## src/rtl/seq_stream_pkg.sv

```systemverilog
// Shared types and default sizes for the serial stream controller and its
// pattern-match core.
package seq_stream_pkg;

  localparam int unsigned WORD_W_DEF = 8;
  localparam int unsigned PAT_W_DEF  = 4;
  localparam int unsigned CNT_W_DEF  = 8;
  localparam int unsigned STATE_W    = 2;

  typedef enum logic [STATE_W-1:0] {
    IDLE  = 2'd0,
    SHIFT = 2'd1,
    WAIT  = 2'd2
  } state_t;

endpackage

```

## src/rtl/seq_match_core.sv

```systemverilog
// Overlapping serial pattern matcher: history shift register, saturating fill
// counter, comparator and registered match pulse.
module seq_match_core
  import seq_stream_pkg::*;
#(
  parameter int unsigned PAT_W = PAT_W_DEF
) (
  input  logic             clk,
  input  logic             reset,
  input  logic             clear,
  input  logic             bit_valid,
  input  logic             bit_in,
  input  logic [PAT_W-1:0] pattern,
  output logic             hit,
  output logic             yes
);

  localparam int unsigned FW = $clog2(PAT_W + 1);

  logic [PAT_W-1:0] hist, hist_nxt;
  logic [FW-1:0]    fill, fill_nxt;

  // hit is the combinational view of the match so the owner can count it on
  // the same edge that registers yes.
  always_comb begin
    hist_nxt = {hist[PAT_W-2:0], bit_in};
    fill_nxt = (fill == FW'(PAT_W)) ? fill : fill + FW'(1);
    hit      = bit_valid && (fill_nxt == FW'(PAT_W)) && (hist_nxt == pattern);
  end

  always_ff @(posedge clk or negedge reset) begin
    if (!reset) begin
      hist <= '0;
      fill <= '0;
      yes  <= 1'b0;
    end else if (clear) begin
      hist <= '0;
      fill <= '0;
      yes  <= 1'b0;
    end else begin
      yes <= hit;
      if (bit_valid) begin
        hist <= hist_nxt;
        fill <= fill_nxt;
      end
    end
  end

endmodule

```

## src/rtl/seq_stream_ctrl.sv

```systemverilog
// Frame controller: serializes handshaked words MSB-first and counts pattern
// matches per frame. Define SEQ_STREAM_CTRL_SAT_EN to saturate match_cnt.
module seq_stream_ctrl
  import seq_stream_pkg::*;
#(
  parameter int unsigned WORD_W = WORD_W_DEF,
  parameter int unsigned PAT_W  = PAT_W_DEF,
  parameter int unsigned CNT_W  = CNT_W_DEF
) (
  input  logic              clk,
  input  logic              reset,
  input  logic              pat_load,
  input  logic [PAT_W-1:0]  pat_in,
  input  logic              word_valid,
  input  logic [WORD_W-1:0] word_data,
  input  logic              word_last,
  output logic              word_ready,
  output logic              datain,
  output logic              bit_valid,
  output logic              yes,
  output logic [CNT_W-1:0]  match_cnt,
  output logic              frame_done,
  output logic              busy
);

  localparam int unsigned BW = (WORD_W > 1) ? $clog2(WORD_W) : 1;

  state_t            state, state_nxt;
  logic [WORD_W-1:0] sreg;
  logic [BW-1:0]     bidx;
  logic              last_q;
  logic [PAT_W-1:0]  pattern;
  logic              final_bit, accept, start, hit;

  assign final_bit = (state == SHIFT) && (bidx == '0);
  assign accept    = word_valid && word_ready;
  assign start     = accept && (state == IDLE);

  always_ff @(posedge clk or negedge reset) begin
    if (!reset) state <= IDLE;
    else        state <= state_nxt;
  end

  always_comb begin
    state_nxt = state;
    case (state)
      IDLE:  if (accept) state_nxt = SHIFT;
      SHIFT: if (final_bit) begin
               if (last_q)      state_nxt = IDLE;
               else if (accept) state_nxt = SHIFT;
               else             state_nxt = WAIT;
             end
      WAIT:  if (accept) state_nxt = SHIFT;
      default: state_nxt = IDLE;
    endcase
  end

  always_comb begin
    word_ready = reset && ((state == IDLE) || (state == WAIT) || (final_bit && !last_q));
    busy       = (state != IDLE);
    bit_valid  = (state == SHIFT);
    datain     = bit_valid && sreg[WORD_W-1];
  end

  // A word accepted on the final bit reloads the serializer directly, so
  // back-to-back words stream without a bubble.
  always_ff @(posedge clk or negedge reset) begin
    if (!reset) begin
      sreg   <= '0;
      bidx   <= '0;
      last_q <= 1'b0;
    end else if (accept) begin
      sreg   <= word_data;
      bidx   <= BW'(WORD_W - 1);
      last_q <= word_last;
    end else if (bit_valid) begin
      sreg   <= {sreg[WORD_W-2:0], 1'b0};
      bidx   <= bidx - BW'(1);
    end
  end

  always_ff @(posedge clk or negedge reset) begin
    if (!reset) begin
      pattern    <= '0;
      frame_done <= 1'b0;
      match_cnt  <= '0;
    end else begin
      if (pat_load && (state == IDLE)) pattern <= pat_in;
      frame_done <= final_bit && last_q;
      if (start) begin
        match_cnt <= '0;
      end else if (hit) begin
`ifdef SEQ_STREAM_CTRL_SAT_EN
        if (match_cnt != '1) match_cnt <= match_cnt + CNT_W'(1);
`else
        match_cnt <= match_cnt + CNT_W'(1);
`endif
      end
    end
  end

  seq_match_core #(.PAT_W(PAT_W)) u_core (
    .clk       (clk),
    .reset     (reset),
    .clear     (start),
    .bit_valid (bit_valid),
    .bit_in    (datain),
    .pattern   (pattern),
    .hit       (hit),
    .yes       (yes)
  );

endmodule
```

## config.mk

```make
export PLATFORM = sky130hd
export DESIGN_NAME = seq_stream_ctrl
export DESIGN_NICKNAME = d
export VERILOG_FILES = /design/src/rtl/seq_stream_pkg.sv /design/src/rtl/seq_match_core.sv /design/src/rtl/seq_stream_ctrl.sv
export SDC_FILE = /design/constraint.sdc
export NUM_CORES = 1
export LEC_CHECK = 0
export CORE_UTILIZATION = 50
export CTS_CLUSTER_SIZE = 28
export DETAILED_ROUTE_END_ITERATION = 6
export DONT_BUFFER_PORTS = 1
export MAX_ROUTING_LAYER = met4
export SETUP_SLACK_MARGIN = 0.4
export SYNTH_ARGS = -nofsm -noshare
export SYNTH_HDL_FRONTEND = slang
export SYNTH_SLANG_ARGS = --single-unit
```

## constraint.sdc

```tcl
create_clock -name clk -period 2.1 [get_ports clk]
set_clock_uncertainty 0.15 [all_clocks]
set_input_delay 0.63 -clock clk [delete_from_list [all_inputs] [get_ports clk]]
set_output_delay 0.63 -clock clk [all_outputs]
set_load 0.01 [all_outputs]
```

## After elaboration in Yosys (flattened, before gate mapping)

Cells that the tools add are included.

- Add/sub/neg operators: 3
- Equal/unequal tests: 7
- Multiplexer cells: 17
- Reductions and logical operators: 21

Operator list:

| cell | count |
|---|---|
| 8-bit 2-to-1 mux | 4 |
| 3-bit 2-to-1 mux | 7 |
| 1-bit logical AND | 10 |
| 8-bit by 1-bit adder with 8-bit output, second input constant | 1 |
| 2-bit 2-to-1 mux | 4 |
| 2-bit nonzero test | 4 |
| 3-bit == test, second input constant | 2 |
| 4-bit == test | 1 |
| 2-bit one-hot mux with 2 select lines | 1 |
| 3-bit by 1-bit adder with 3-bit output, second input constant | 1 |
| 3-bit zero test | 1 |
| 3-bit by 1-bit subtractor with 3-bit output, second input constant | 1 |
| 2-bit by 1-bit == test with 1-bit output, second input constant | 1 |
| 2-bit == test, second input constant | 1 |
| 2-bit zero test | 1 |
| 1-bit logical OR | 2 |
| 2-bit by 1-bit inequality test with 1-bit output, second input constant | 1 |
| 2-bit inequality test, second input constant | 1 |
| 2-bit AND reduction | 1 |
| 2-bit OR reduction | 1 |
| 1-bit zero test | 1 |
| 1-bit 2-to-1 mux | 1 |

- Register bits after elaboration: 34
- Input bits: 17
- Output and inout bits: 14
- Logic and storage cells: 58

## Depth between registers and ports, before layout

- Word-level depth: 10
- Mapped depth: 8
- Depth with buffers taken out: 7

## Cells and area by module

From an unflattened synthesis, not the netlist that was laid out.

- Cell total of the unflattened synthesis: 146
- Area total of the unflattened synthesis: 1684.1 sq um

Modules (own cells, without submodules):

| module | instances | cells an instance | area each (sq um) | seq. area each (sq um) |
|---|---|---|---|---|
| seq_stream_ctrl | 1 | 108 | 1282.5 | 675.6 |
| seq_match_core | 1 | 38 | 401.6 | 175.2 |

## Least setup slack after synthesis

OpenSTA, ideal clock, no wires.

- Path kind: reg-to-output
- Start point: register bidx[0]
- End point: output word_ready
- Arrival time: 1234 ps
- Required time: 1320 ps
- Path slack: 86 ps
- Stages on the path, launching flop included: 5
- Buffers on the path: 0
- Path through: dfrtp_1 -> inv_1 -> ha_1 -> or4b_1 -> a21boi_2

- Word-level cells in the longest chain between the ends: 5

Ends and longest elaborated chain:

| what | line | text |
|---|---|---|
| from (decl) | seq_stream_ctrl.sv:30 | `logic [BW-1:0] bidx;` |
| from (signal assigned) | seq_stream_ctrl.sv:74 | `bidx <= BW'(WORD_W - 1);` |
| from (signal assigned) | seq_stream_ctrl.sv:78 | `bidx <= bidx - BW'(1);` |
| 3-bit zero test | seq_stream_ctrl.sv:35 | `assign final_bit = (state == SHIFT) && (bidx == '0);` |
| 1-bit logical AND | seq_stream_ctrl.sv:35 |  |
| 1-bit logical AND | seq_stream_ctrl.sv:59 | `word_ready = reset && ((state == IDLE) \|\| (state == WAIT) \|\| (final_bit && !last_q));` |
| 1-bit logical OR | seq_stream_ctrl.sv:59 |  |
| 1-bit logical AND | seq_stream_ctrl.sv:59 |  |
| to (decl) | seq_stream_ctrl.sv:17 | `output logic word_ready,` |

Every way passes these cells.

## Worst setup path in the final report

- Start point: register bidx[1]
- End point: output word_ready

Same word-level chain as after synthesis.

==> impl_metrics.toml <==
[yosys]
synthArstFlopShare_pct = 100
synth-seq-cells = 34
ys.flop_type = "dfrtp_1"
yosysTopAreaCell = "dfrtp_1"
netlist_instances = 168
synth.top_cell.area_share_pct = 51.6
synth_area_leaders = "dfrtp_1, nand2_1, ha_1, nand3_1, mux2_2"
netlist_area_um2 = 1650
syn-num-nets = 190
yosysUniqueCellTypes = 36
synth.avg_cell_area_um2 = 9.81
yosysSeqAreaShare_pct = 51.6
synth_edf_count = 0
yosys_warnings = 0

[clocking]
numCtsBuffers = 5
cts_sinks = 34
cts_tree = "built"
cts_max_path_buffers = 2
cts_max_level = 2
cts_root_buffer = "clkbuf_4"
clock_latency_ps = 330
clk_pin_slew_ps = 100

[timing]
layout_min_cycle_time_ps = 2460
maxSlewViolCount = 0
fin_crit_sh_pct = 117
fmax_ghz = 0.407
finalHoldViolCount = 0
timing.final.ws_setup_ps = -356
setup_violations = 1
rsz0062_at_grt = "yes"
tightest_slew_ps = 364
slew_headroom_pct = 75.6

[route]
drt-total-wl_um = 3640
antenna_left = 0
firstDrtPassIters = 4
viasPerCell = 5.55
first_iter_violations = 91
vias = 1315
routedWlPerCell_um = 15.4
drc = 0

[setup_path]
setup.worst_path.end_class = "primary output"
crit_fanout = 2
crit_required_ps = 1320
crit_cells = 5
worstPathArrival_ps = 1680
r2r_cells = 8
path_class = "reg2out"
cp_slowest_cell = "or4b_4"
crit_chain = "inv_2 > ha_4 > or4b_4 > a21boi_2 > buf_4"
cp_top_family = "simple AND/OR/NAND/NOR gates"
critPathBufInv = 2
max_stage_delay_ps = 450
start_kind = "flop"

[layout]
fin_area_um2 = 2080
final-seq-area_um2 = 853
n_antenna_cell = 0
nFillCells = 281
final_net_count = 214
drive_gt1_share_pct = 34.7
layout_common_cells = "dfrtp_1, nand2_1, buf_4"
syn2layout_area_growth_pct = 26.4
final_common_cell = "dfrtp_1"
multi_input_area_um2 = 840

[power_and_ir_drop]
power_frac_comb_pct = 48.8
leakagePower_nw = 0.937
pwr-share-seq_pct = 38.3
switching_power_w = 0.00115
swShare_pct = 39.6
p_int_w = 0.00176
power_density_nw_per_um2 = 1400
power_frac_clock_pct = 12.9
power_w = 0.00291
vdd_drop_max_mv = 0.872

[hold_path]
hp-class = "in2reg"
holdPathStages = 2

[grt]
grt_pass1_vias = 1287
grt_start_max_net_pins = 35
grt-ovfl-total = 0
grt_first_pass_wirelength_um = 5860
grt.total_usage_pct = 23.6
grt_antenna_before_repair = 0

[floorplan]
row_count = 20
initial_core_util_pct = 53.5
dieArea_um2 = 3530
fp.coreArea_um2 = 3080
num_io_pins = 31
die_width_um = 59.4
die_h_um = 59.4

[run]
drv_cap = 0

[place]
io_buffers = 0
dp_hpwl_um = 2140
preCtsSetupSlack_ps = -15.2
place_congestion = 0.778
placed_area_um2 = 1710

[outcome]
violations = "setup timing"
status = "finished, violations left"
## worst register-to-register path, stage by stage, from the launching register on
cell and delay [ps]:
dfrtp_1 420, inv_1 70, ha_2 180, and3b_2 240
nor3_4 170, buf_4 160, nand4_2 120, o21ai_0 270
a21oi_2 90
## worst paths after layout
path / slack [ps] / from / end
hold reg to reg: 370 / sreg[0] / sreg[0]
setup reg to reg: 120 / u_core.fill[1] / match_cnt[2]
min in group asynchronous: 610 / reset / match_cnt[7]
setup / recovery: -360 / bidx[1] / word_ready
max in group asynchronous: 1000 / reset / state[0]
hold / removal: 270 / word_data[0] / sreg[0]
## what timing repair did
action / CTS / global route
gates resized for setup: 28 / 16
endpoints found under the hold margin: 34 / 0
setup buffers: 11 / 5
gates cloned: 1 / 0
pin swaps: 5 / 2
hold buffers: 2 / 0
setup endpoints to repair: 28 / 29
## power by group through the flow
| stage | combinational, W | clock (W) | sequential (W) |
|---|---|---|---|
| after global placement | 0.000908 | 0 | 0.00109 |
| final | 0.00142 | 0.000375 | 0.00112 |
| after detailed placement | 0.000951 | 0 | 0.00111 |
| after global routing | 0.00156 | 0.000417 | 0.00115 |
| after floorplan | 0.000802 | 0 | 0.00106 |
| after CTS | 0.00133 | 0.000391 | 0.00111 |
## cell type report
class,instances,area share [%]
clock inverters,1,0.240
multi-input cells,116,40.3
flip-flops and latches,34,41.0
clock buffers,7,2.64
inverters,12,2.52
repair buffers,23,10.7
well taps,44,2.64
## per-layer routing
layer	vias up	wire, um	track usage, %	share of wire (%)
met5	-	0	-	0
met4	0	110	12.6	3.0
met3	12	193	6.99	5.3
met2	40	1910	37.6	53
met1	630	1420	26.8	39
li1	633	-	-	-
## per-stage QoR
stage / util, % / hold WS [ps] / instances / TNS, ps
6_report: 67.7 / 273 / 237 / -356
3_3_place_gp: 55.7 / 185 / 210 / 0
4_1_cts: 65.2 / 256 / 232 / -370
3_5_place_dp: 55.7 / 185 / 210 / -15.2
2_1_floorplan: - / 184 / 168 / 0
5_1_grt: 67.7 / 260 / 237 / -426
## cells in the mapped netlist, drive strengths merged (2+ instances only)
| cell type | number |
|---|---|
| o31ai | 2 |
| ha | 5 |
| a21oi | 4 |
| and3 | 4 |
| nand3 | 12 |
| nor2 | 9 |
| o211ai | 3 |
| dfrtp | 34 |
| or3 | 4 |
| mux2 | 5 |
| clkbuf | 2 |
| xor2 | 5 |
| a31o | 2 |
| inv | 12 |
| nand2 | 26 |
| a31oi | 7 |
| o21ai | 12 |
| buf | 5 |
| nor3 | 2 |
## kinds of logic (layout without fill, tap and decap cells)
kind of cell             count (synthesis)  in the layout  synth area share [%]
flip-flops                              34             34                  51.6
buffers and inverters                   19             43                  5.01
multiplexers                             5              5                  3.42
AND/OR/NAND/NOR                         67             68                  21.0
AO/OA/AOI/OAI                           32             32                  12.0
XOR/XNOR                                 6              6                  3.19
adder cells (fa/ha/maj)                  5              5                  3.80
## registers in the layout (all words and copies together) (netlist names)
signal,count
pattern,4
u_core.hist,3
bidx,3
u_core.yes,1
last_q,1
sreg,8
frame_done,1
state,2
u_core.fill,3
match_cnt,8
No activity file was read; power rests on OpenSTA's default activity.
==> patch 1, RTL diff (config.mk and constraints unchanged) <==
Change the package constant `PAT_W_DEF` from 4 to 8.
--- a/src/rtl/seq_stream_pkg.sv
+++ b/src/rtl/seq_stream_pkg.sv
@@ -3,7 +3,7 @@
 package seq_stream_pkg;
 
   localparam int unsigned WORD_W_DEF = 8;
-  localparam int unsigned PAT_W_DEF  = 4;
+  localparam int unsigned PAT_W_DEF  = 8;
   localparam int unsigned CNT_W_DEF  = 8;
   localparam int unsigned STATE_W    = 2;
 
Interface: changed (resized pat_in); port bits go from 31 to 35. No check against the original RTL was run, so the function may have changed too.
==> patch 1 against the unedited design <==
The flow finishes with violations (negative hold slack, negative setup slack). Final cell count up 15%. Synthesized area up 25%. Die area up 24%. Via count up 20%. Power up 27%. Sequential power up 25%. Wire length up 23%. Setup slack better by 23 ps. Critical endpoint unchanged. First-iteration DRC count up 75%. Sequential cell count up 9. Final area up 27%.
==> patch 1: results (changes against the unedited design) <==
clk_latency_ps: 300  # -30 ps
r2r-end: "match_cnt[7]"
pg_seq_uw: 1400  # +25%
reg2reg_from: "state[1]"
hold_violations: 43  # +43
syn-mean-instance-area_um2: 10.4  # +5.7%
setup_viol: 7  # +6
post_cts_buffers: 10  # -1
dpl.cell_count: 249  # +19%
reg2reg_slack_ps: -70  # -190 ps
p_leak_uw: 0.00120  # +28%
violations: "negative hold slack, negative setup slack"
wl_per_cell_um: 16.4  # +6.9%
synthTopCellsByCount: "dfrtp_1 (43), nand2_1 (25), mux2_2 (10), nor2_1 (10), o21ai_0 (10)"
status: "complete, but fails checks"
yosys-top-cells-area: "dfrtp_1 (52%), mux2_2 (5.5%), nand2_1 (4.6%)"
place_area_um2: 2190  # +28%
dp_hpwl_um: 2820  # +31%
cp.arrival_ps: 1650  # -30 ps
drt-met1-wl_um: 1920  # +34%
layout_setup_ws_ps: -332  # +23.4 ps
synthesis.nets: 224  # +18%
grt_use_total: 0.230  # -0.00679
clockRootBuffer: "clkbuf_8"
grt_use_met3: 0.0621  # -0.00780
cts_resized: 26  # -7.1%
path_clk_slew_ps: 80  # -20 ps
whs_ps: -134  # -406 ps
synthDistinctLibCells: 38  # +5.6%
fin_total_pwr_uw: 3710  # +27%
routed-wl-met2_um: 2290  # +20%
[patch 1: kinds of logic after synthesis]
group / synth area share
DFF: 0.524
muxes: 0.0707
AOI/OAI and AO/OA: 0.127
adders and majority gates: 0.0305
and+or+nand+nor: 0.175
buffers and inverters: 0.0293
xor gates and xnor gates: 0.0427
[patch 1: layout make-up]
cell class	count	area [um2]	share of cell area
Inverter	8	40.0	0.0152
Clock inverter	1	30.0	0.0114
Multi-Input combinational cell	139	1100	0.415
Tap cell	48	60.1	0.0227
Clock buffer	6	72.6	0.0275
Timing Repair Buffer	27	267	0.101
Sequential cell	43	1080	0.407
[patch 1: worst max-delay path by stage]
stage	to	slack (ps)	depth (start not counted)
2_1_floorplan	word_ready	100	4
3_3_place_gp	word_ready	8	5
3_5_place_dp	word_ready	-60	5
4_1_cts	word_ready	-360	5
5_1_grt	word_ready	-390	5
6_report	word_ready	-330	5
==> patch 2, RTL diff (config.mk and constraints unchanged) <==
Without the edit above. Encoding of `state_t`: now one-hot (3 bits for 3 states).
--- a/src/rtl/seq_stream_pkg.sv
+++ b/src/rtl/seq_stream_pkg.sv
@@ -7,10 +7,10 @@
   localparam int unsigned CNT_W_DEF  = 8;
   localparam int unsigned STATE_W    = 2;
 
-  typedef enum logic [STATE_W-1:0] {
-    IDLE  = 2'd0,
-    SHIFT = 2'd1,
-    WAIT  = 2'd2
+  typedef enum logic [2:0] {
+    IDLE  = 3'b001,
+    SHIFT = 3'b010,
+    WAIT  = 3'b100
   } state_t;
 
 endpackage
Function: no difference found for any inputs over 10 cycles, from zero or initial values and one cycle with reset low; not proved beyond that.
==> patch 2 against the unedited design <==
The run ends with negative hold slack, negative setup slack left. Wire length grew 22%. Setup slack worse by 110 ps. Register-to-register slack got worse by 590 ps. Critical path type is now register to register. Sequential cell count increased by 1. Synthesized area increased by 13%. Highest routed layer unchanged. Final area grew 24%.
Power is not compared: it rests on default switching activity, and its combinational part moved more than twofold at a synthesized area within 25%.
==> patch 2: results (changes against the unedited design) <==
status: "complete, but fails checks"
violations: "negative hold slack, negative setup slack"
drive_above_1_share: 0.462  # +0.115
layout_setup_ws_ps: -467  # -112 ps
cp.arrival_ps: 2590  # +910 ps
hold_violations: 34  # +34
synth_mux_area_frac: 0.169  # +0.135
synthTopCellsByCount: "dfrtp_1 (34), nand2_1 (25), mux2_2 (20)"
clockRootBuffer: "clkbuf_8"
synthesis.nets: 196  # +3.2%
grt_max_degree: 38  # +8.6%
synth-xor-area-share: 0.0282  # -0.00370
cp_slowest_cell: "dfrtp_1"
place_ws_ps: -160  # -145 ps
grt_pass1_wl_um: 7520  # +28%
yosys.area_share.adder: 0.0336  # -0.00441
wirelength_um: 4430  # +22%
final_cells: 258  # +8.9%
synth_seq_area_share: 0.470  # -0.0459
setup_viol: 25  # +24
whs_ps: -124  # -397 ps
drt-met1-wl_um: 1810  # +27%
critPathMaxStageDelay_ps: 390  # -60 ps
synth_compound_area_frac: 0.0430  # -0.0770
routed-wl-met2_um: 2270  # +19%
place_area_um2: 2110  # +23%
viasPerCell: 5.50  # -0.87%
route.met3.wl_um: 233  # +21%
dp_hpwl_um: 2560  # +20%
path_clk_slew_ps: 70  # -30 ps
dpl.cell_count: 226  # +7.6%
maxSlewHeadroom: 0.779  # +0.0226
synthesis.instances: 174  # +3.6%
place.gp.congestion: 0.767  # -1.4%
cp_max_fo: 6  # +4
clk_latency_ps: 290  # -40 ps
yosys-top-cells-area: "dfrtp_1 (46%), mux2_2 (12%), nand2_1 (5.0%)"
grt_use_total: 0.264  # +0.0271
patch 2: cells by family after synthesis:
logic type | after synthesis
fa+ha+maj | 5
compound gates | 14
flops | 35
buf+inv | 20
simple gates | 65
mux | 29
xor+xnor | 6
patch 2: worst max-delay path: cells and delay by family (launching register included):
kind,cells,cell delay [ps]
AOI/OAI and AO/OA,1,170
adders and majority gates,2,260
buffers and inverters,8,760
DFF,1,390
muxes,1,280
and+or+nand+nor,2,440
patch 2: final cells by class:
cell class / count / area (um2)
clock buffers: 6 / 72.6
clock inverters: 2 / 12.5
fillers: 225 / 853
inverters: 12 / 62.6
multi-input cells: 119 / 1090
flip-flops and latches: 35 / 877
well taps: 46 / 57.6
repair buffers: 37 / 405
repair inverters: 1 / 8.76
patch 2: metal layers:
metal  up-vias  global-route usage
met4         0               0.125
met2        39               0.423
met3        10              0.0960
met5         -                   -
li1        670                   -
met1       700               0.289
patch 2: power groups by stage:
stage               Sequential (uW)  Clock, uW  Combinational, uW
floorplan                       855          0                369
global placement                855          0                493
detailed placement              860          0                509
CTS                             850        493                653
global route                    860        527                762
finish                          851        477                705
patch 2: final timing paths:
kind | start | end | slack, ps | depth (start not counted)
min in group clk | word_data[0] | sreg[0] | 310 | 2
max in group asynchronous | reset | state[0] | 1740 | 0
worst max-delay path | bidx[1] | sreg[5] | -470 | 14
worst max register to register | bidx[1] | sreg[5] | -470 | 14
worst min-delay path | reset | match_cnt[1] | -120 | 0
worst min register to register | bidx[2] | bidx[2] | 350 | 2
patch 2: repair_timing:
action	CTS	global route
gates cloned	2	0
endpoints found under the setup margin	31	37
endpoints found under the hold margin	34	34
resized for setup	41	9
pin swaps	11	4
buffers inserted	18	4
